--- config.mk ---
export PLATFORM = sky130hd
export DESIGN_NAME = mant_divider
export DESIGN_NICKNAME = d
export VERILOG_FILES = /design/src/rtl/mant_div_pkg.sv /design/src/rtl/full_subtractor.sv /design/src/rtl/mant_divider.sv
export SDC_FILE = /design/constraint.sdc
export NUM_CORES = 1
export LEC_CHECK = 0
export CORE_AREA = 2 2 125 127
export CTS_CLUSTER_SIZE = 25
export DETAILED_ROUTE_END_ITERATION = 7
export DIE_AREA = 0 0 127 129
export PLACE_DENSITY_LB_ADDON = 0.05
export SYNTH_ARGS = -nofsm -noshare
export SYNTH_HDL_FRONTEND = slang
export SYNTH_SLANG_ARGS = --single-unit
--- constraint.sdc ---
create_clock -name clk -period 18.85 [get_ports clk]
set_input_delay 2.8275 -clock clk [delete_from_list [all_inputs] [get_ports clk]]
set_output_delay 2.8275 -clock clk [all_outputs]
set_load 0.02 [all_outputs]
--- src/rtl/mant_div_pkg.sv ---
// Shared constants for the restoring mantissa divider: state codes and default sizing.
package mant_div_pkg;

  localparam logic [1:0] IDLE = 2'b00;
  localparam logic [1:0] RUN  = 2'b01;
  localparam logic [1:0] DONE = 2'b10;

  localparam int MANT_DIV_WIDTH = 24;
  localparam int MANT_DIV_CNT_W = $clog2(MANT_DIV_WIDTH);

endpackage

--- src/rtl/full_subtractor.sv ---
// One-bit full subtractor cell, the borrow-chain counterpart of the full adder.
module full_subtractor (
  output logic diff,
  output logic b_out,
  input  logic a,
  input  logic b,
  input  logic b_in
);

  assign diff  = a ^ b ^ b_in;
  assign b_out = (~a & b) | (~(a ^ b) & b_in);

endmodule

--- src/rtl/mant_divider.sv ---
// Multi-cycle restoring unsigned divider, one quotient bit per clock.
// Optional MANT_DIV_STICKY_EN adds a registered sticky output (OR of the final remainder).
module mant_divider
  import mant_div_pkg::*;
#(
  parameter int WIDTH = MANT_DIV_WIDTH
) (
  input  logic             clk,
  input  logic             rst,
  input  logic             start,
  input  logic [WIDTH-1:0] dividend,
  input  logic [WIDTH-1:0] divisor,
  output logic             busy,
  output logic             done,
  output logic [WIDTH-1:0] quotient,
  output logic [WIDTH-1:0] remainder,
`ifdef MANT_DIV_STICKY_EN
  output logic             sticky,
`endif
  output logic             div_by_zero
);

  localparam int CntW = (WIDTH > 1) ? $clog2(WIDTH) : 1;

  logic [1:0]       state_q, state_d;
  logic [CntW-1:0]  cnt_q, cnt_d;
  logic [WIDTH-1:0] rem_q, rem_d;
  logic [WIDTH-1:0] quo_q, quo_d;
  logic [WIDTH-1:0] divisor_q, divisor_d;
  logic [WIDTH-1:0] quotient_q, quotient_d;
  logic [WIDTH-1:0] remainder_q, remainder_d;
  logic             dbz_q, dbz_d;
`ifdef MANT_DIV_STICKY_EN
  logic             sticky_q, sticky_d;
`endif

  logic [WIDTH:0]   shiftRem;
  logic [WIDTH:0]   subtrahend;
  logic [WIDTH:0]   trial;
  logic [WIDTH+1:0] borrow;
  logic             fitsTrial;
  logic [WIDTH-1:0] remNext;
  logic [WIDTH-1:0] quoNext;
  logic             unused_trial_msb;

  // The partial remainder is kept WIDTH bits wide; only the trial needs the extra bit.
  assign shiftRem   = {rem_q, quo_q[WIDTH-1]};
  assign subtrahend = {1'b0, divisor_q};
  assign borrow[0]  = 1'b0;

  for (genvar i = 0; i <= WIDTH; i++) begin : g_borrow_chain
    full_subtractor u_fs (
      .diff (trial[i]),
      .b_out(borrow[i+1]),
      .a    (shiftRem[i]),
      .b    (subtrahend[i]),
      .b_in (borrow[i])
    );
  end

  assign fitsTrial        = ~borrow[WIDTH+1];
  assign unused_trial_msb = trial[WIDTH];
  assign remNext          = fitsTrial ? trial[WIDTH-1:0] : shiftRem[WIDTH-1:0];
  assign quoNext          = {quo_q[WIDTH-2:0], fitsTrial};

  always_comb begin
    state_d     = state_q;
    cnt_d       = cnt_q;
    rem_d       = rem_q;
    quo_d       = quo_q;
    divisor_d   = divisor_q;
    quotient_d  = quotient_q;
    remainder_d = remainder_q;
    dbz_d       = dbz_q;
`ifdef MANT_DIV_STICKY_EN
    sticky_d    = sticky_q;
`endif
    case (state_q)
      IDLE: begin
        if (start) begin
          divisor_d = divisor;
          if (divisor != '0) begin
            rem_d   = '0;
            quo_d   = dividend;
            cnt_d   = CntW'(WIDTH - 1);
            state_d = RUN;
          end else begin
            quotient_d  = '1;
            remainder_d = dividend;
            dbz_d       = 1'b1;
`ifdef MANT_DIV_STICKY_EN
            sticky_d    = 1'b0;
`endif
            state_d     = DONE;
          end
        end
      end
      RUN: begin
        rem_d = remNext;
        quo_d = quoNext;
        cnt_d = cnt_q - 1'b1;
        // Results are latched on the way into DONE so they are valid with the done pulse.
        if (cnt_q == '0) begin
          quotient_d  = quoNext;
          remainder_d = remNext;
          dbz_d       = 1'b0;
`ifdef MANT_DIV_STICKY_EN
          sticky_d    = |remNext;
`endif
          state_d     = DONE;
        end
      end
      DONE:    state_d = IDLE;
      default: state_d = IDLE;
    endcase
  end

  always_ff @(posedge clk) begin
    if (rst) begin
      state_q     <= IDLE;
      cnt_q       <= '0;
      rem_q       <= '0;
      quo_q       <= '0;
      divisor_q   <= '0;
      quotient_q  <= '0;
      remainder_q <= '0;
      dbz_q       <= 1'b0;
`ifdef MANT_DIV_STICKY_EN
      sticky_q    <= 1'b0;
`endif
    end else begin
      state_q     <= state_d;
      cnt_q       <= cnt_d;
      rem_q       <= rem_d;
      quo_q       <= quo_d;
      divisor_q   <= divisor_d;
      quotient_q  <= quotient_d;
      remainder_q <= remainder_d;
      dbz_q       <= dbz_d;
`ifdef MANT_DIV_STICKY_EN
      sticky_q    <= sticky_d;
`endif
    end
  end

  assign busy        = (state_q == RUN);
  assign done        = (state_q == DONE);
  assign quotient    = quotient_q;
  assign remainder   = remainder_q;
  assign div_by_zero = dbz_q;
`ifdef MANT_DIV_STICKY_EN
  assign sticky      = sticky_q;
`endif

endmodule
==> results.md <==
- Adder-cell share of the synthesized area: 0.07535
- WS Path Type: reg -> reg
- Iteration-0 DRC Markers: 498
- Vias/cell: 5.523
- Insertion delay to the later sink of the worst-skew pair: around 430 ps
- Fmax achieved: about 75 MHz
- Final Max Slew Viols: 0
- TritonCTS clock tree: yes
- Floorplan row count: 45
- Post-route ant nets: 0
- Cts hold-fix bufs: 0
- Synth unique cells: 43
- MaxCap Viol Count: 0
- Area grow syn2layout: 24.06%
- Pwr/cell area: 99.59 mW/mm2
- Setup Fix Bufs, Post-CTS: 0
- Place WS: between 5000 and 6000 ps
- RSZ-0062 raised after global routing: no
- Largest family of logic cells by synthesized area: compound AO/OA/AOI/OAI gates
- GP Congestion: 0.8108
- Yosys warnings: 0
- CP startpoint kind: register
- Worst hold margin: between 400 and 500 ps
- Gr ovfl total: 0
- Layout cells sized above 1: 0.05785
- Port buffer count: between 100 and 150
- DRT Wirelength: ~18 mm
- Hold Path Class: reg -> reg
- Post-synth top area cell: dfxtp_1
- First-pass GRT wire length: 28.88 mm
- Clock Path Buffers: 2
- Max VDD drop: between 0.05 and 0.06 mV
- Syn Nets: 854
- Critical path buffers and inverters: 1
- Initial core utilization: 0.4413
- Fin. Hold Viols: 0
- Ranking of synthesized cells by area: dfxtp_1 39%, a211oi_1 8.3%, fa_1 7.0%
- Fin crit period: between 10000 and 15000 ps
- Worst Setup End Kind: register
- Status: finished, final reports clean
- Worst Skew: between 7 and 8 ps
- Register area share after synthesis: 0.3877
- Most used cell, CP: fa_1
- R2R Setup Slk: approximately 5500 ps
- Die area: between 0.015 and 0.02 mm2
- Setup TNS: 0 ps
- Synth async-reset ratio: 0
- Crit path DAT: 13560 ps
- CP max stage delay: ~860 ps
- Die height: approximately 130 um
- CP max FO: 26
- Htree depth: 4
- # nets final: between 900 and 1000
- Hpwl dp: between 10 and 15 mm
- Post-CTS sizing: 0
- LEAKAGE: around 3.1 nW
- Worst-margin pin slew: roughly 1300 ps
- Root buf cell: clkbuf_16
- Antenna cells: 0
- Ys flop type: dfxtp_1
- Cell family with most CP delay: adder cells
- Clock slew at reported path FFs: roughly 50 ps
- Setup-failing EPs final: 0
- First-pass DRT Iterations: 5
- Cell Area, Synth: 0.006609 mm2
- Chip width: around 130 um
- Fin crit share: 0.7057
- TritonCTS Buffers: 17
- Drt drc: 0
- GR Util All Layers: 0.2246
- Simple-gate share of the synthesized area: 0.2028
- Share of the synthesized area in the top cell type: 0.3877
- WP data required: about 19000 ps
- IO Count: roughly 100
- Mux cell area share after synthesis: 0.03786
- Count leader, synth: dfxtp_1
- Avg Synthesized Cell Area: 8.506 um2
- Vias: approximately 5700
- Seq cells post-synth: 128
- # clock sinks: about 130
- Fraction of the mapped netlist area in compound gates: 0.2181
- Setup ws final: ~5500 ps
- Drt wl/cell: 17.14 um
- Post-Synthesis Cells: about 780
- Core area: ~0.015 mm2
- Largest net degree at the start of global routing: between 100 and 150
- Worst slew margin: 0.1548
- Worst path slowest cell: nand2b_1
- Top cells by count, synth: 128 x dfxtp_1, 96 x nor2_1, 73 x a211oi_1, 55 x a21oi_1, 51 x inv_1
- XOR/XNOR share of the synthesized area: 0.001325
- Initial antenna violation count: 0
- Number of synthesized flops with an enable pin: 0
- Vias in the first global route: 5630
stage by stage:
| stage | instances | instance area [um2] | power [mW] | util |
|---|---|---|---|---|
| global placement | 1003 | 7602 | 0.4834 | 0.5076 |
| detailed placement | 1003 | 7602 | 0.4887 | 0.5076 |
| floorplan | 777 | 6609 | 0.4346 | - |
| finish | 1035 | 8199 | 0.8166 | 0.5475 |
| CTS | 1035 | 8199 | 0.8242 | 0.5475 |
| global route | 1035 | 8199 | 0.8572 | 0.5475 |
sequential cells by signal, summed over array words and instances (netlist names):
signal / cells
cnt_q: 5
state_q: 2
div_by_zero: 1
rem_q: 24
quo_q: 24
divisor_q: 24
remainder: 24
quotient: 24
tightest hold or removal path, stage by stage, from the launching register on:
cell	delay, ps
dfxtp_1	310
inv_1	50
a211oi_1	50
where the power goes:
part,internal (mW),total [mW],switching [mW]
Sequential,0.290,0.305,0.0154
Combinational,0.0788,0.177,0.0984
Clock,0.213,0.334,0.121
path summary, 6_finish.rpt:
path | to | cells after the start | from
max | rem_q[16]$_SDFFE_PP0P_ | 29 | quo_q[23]$_SDFFE_PP0P_
min reg2reg | quotient[22]$_SDFFE_PP0P_ | 2 | quotient[22]$_SDFFE_PP0P_
min | quotient[22]$_SDFFE_PP0P_ | 2 | quotient[22]$_SDFFE_PP0P_
max reg2reg | rem_q[16]$_SDFFE_PP0P_ | 29 | quo_q[23]$_SDFFE_PP0P_
layout by cell type, fill, tap and decap left out, types with 3 or more instances in the layout:
cell type,n
o21ai_0,8
fa_1,23
nor3b_1,25
inv_1,51
nand2_1,49
clkinv_2,7
nor3_1,26
clkbuf_16,17
buf_4,8
ha_1,3
o21ai_1,17
nor4_1,5
o311a_1,23
o21bai_1,25
and2_1,22
mux2i_1,25
clkdlybuf4s50_1,100
a211oi_1,73
nand2b_1,27
bufinv_16,3
nor2_1,96
o31a_1,3
dfxtp_1,128
a21oi_1,54
routing by layer:
metal	share of wire	wire length, um	vias up	track usage
met5	0	0	-	0
met4	0.022	384	0	0.09308
met3	0.035	621	29	0.04699
met2	0.49	8703	128	0.3748
met1	0.45	8031	2758	0.2852
li1	-	-	2801	-
area by class of cell:
cell class | count | area (um2)
Fill cell | 1414 | 6778
Multi-Input combinational cell | 528 | 3552
Sequential cell | 128 | 2562
Timing Repair Buffer | 108 | 1061
Clock buffer | 20 | 456.7
Tap cell | 188 | 235.2
Inverter | 51 | 191.4
Clock inverter | 12 | 140.1
kinds of logic (layout without fill, tap and decap cells):
family                   count (synthesis)  after routing
flip-flops                             128            128
AND/OR/NAND/NOR                        266            266
multiplexers                            25             25
buffers and inverters                  121            191
adder cells (fa/ha/maj)                 26             26
AO/OA/AOI/OAI                          210            210
XOR/XNOR                                 1              1
Note: power is estimated with default switching activity, not from simulation.
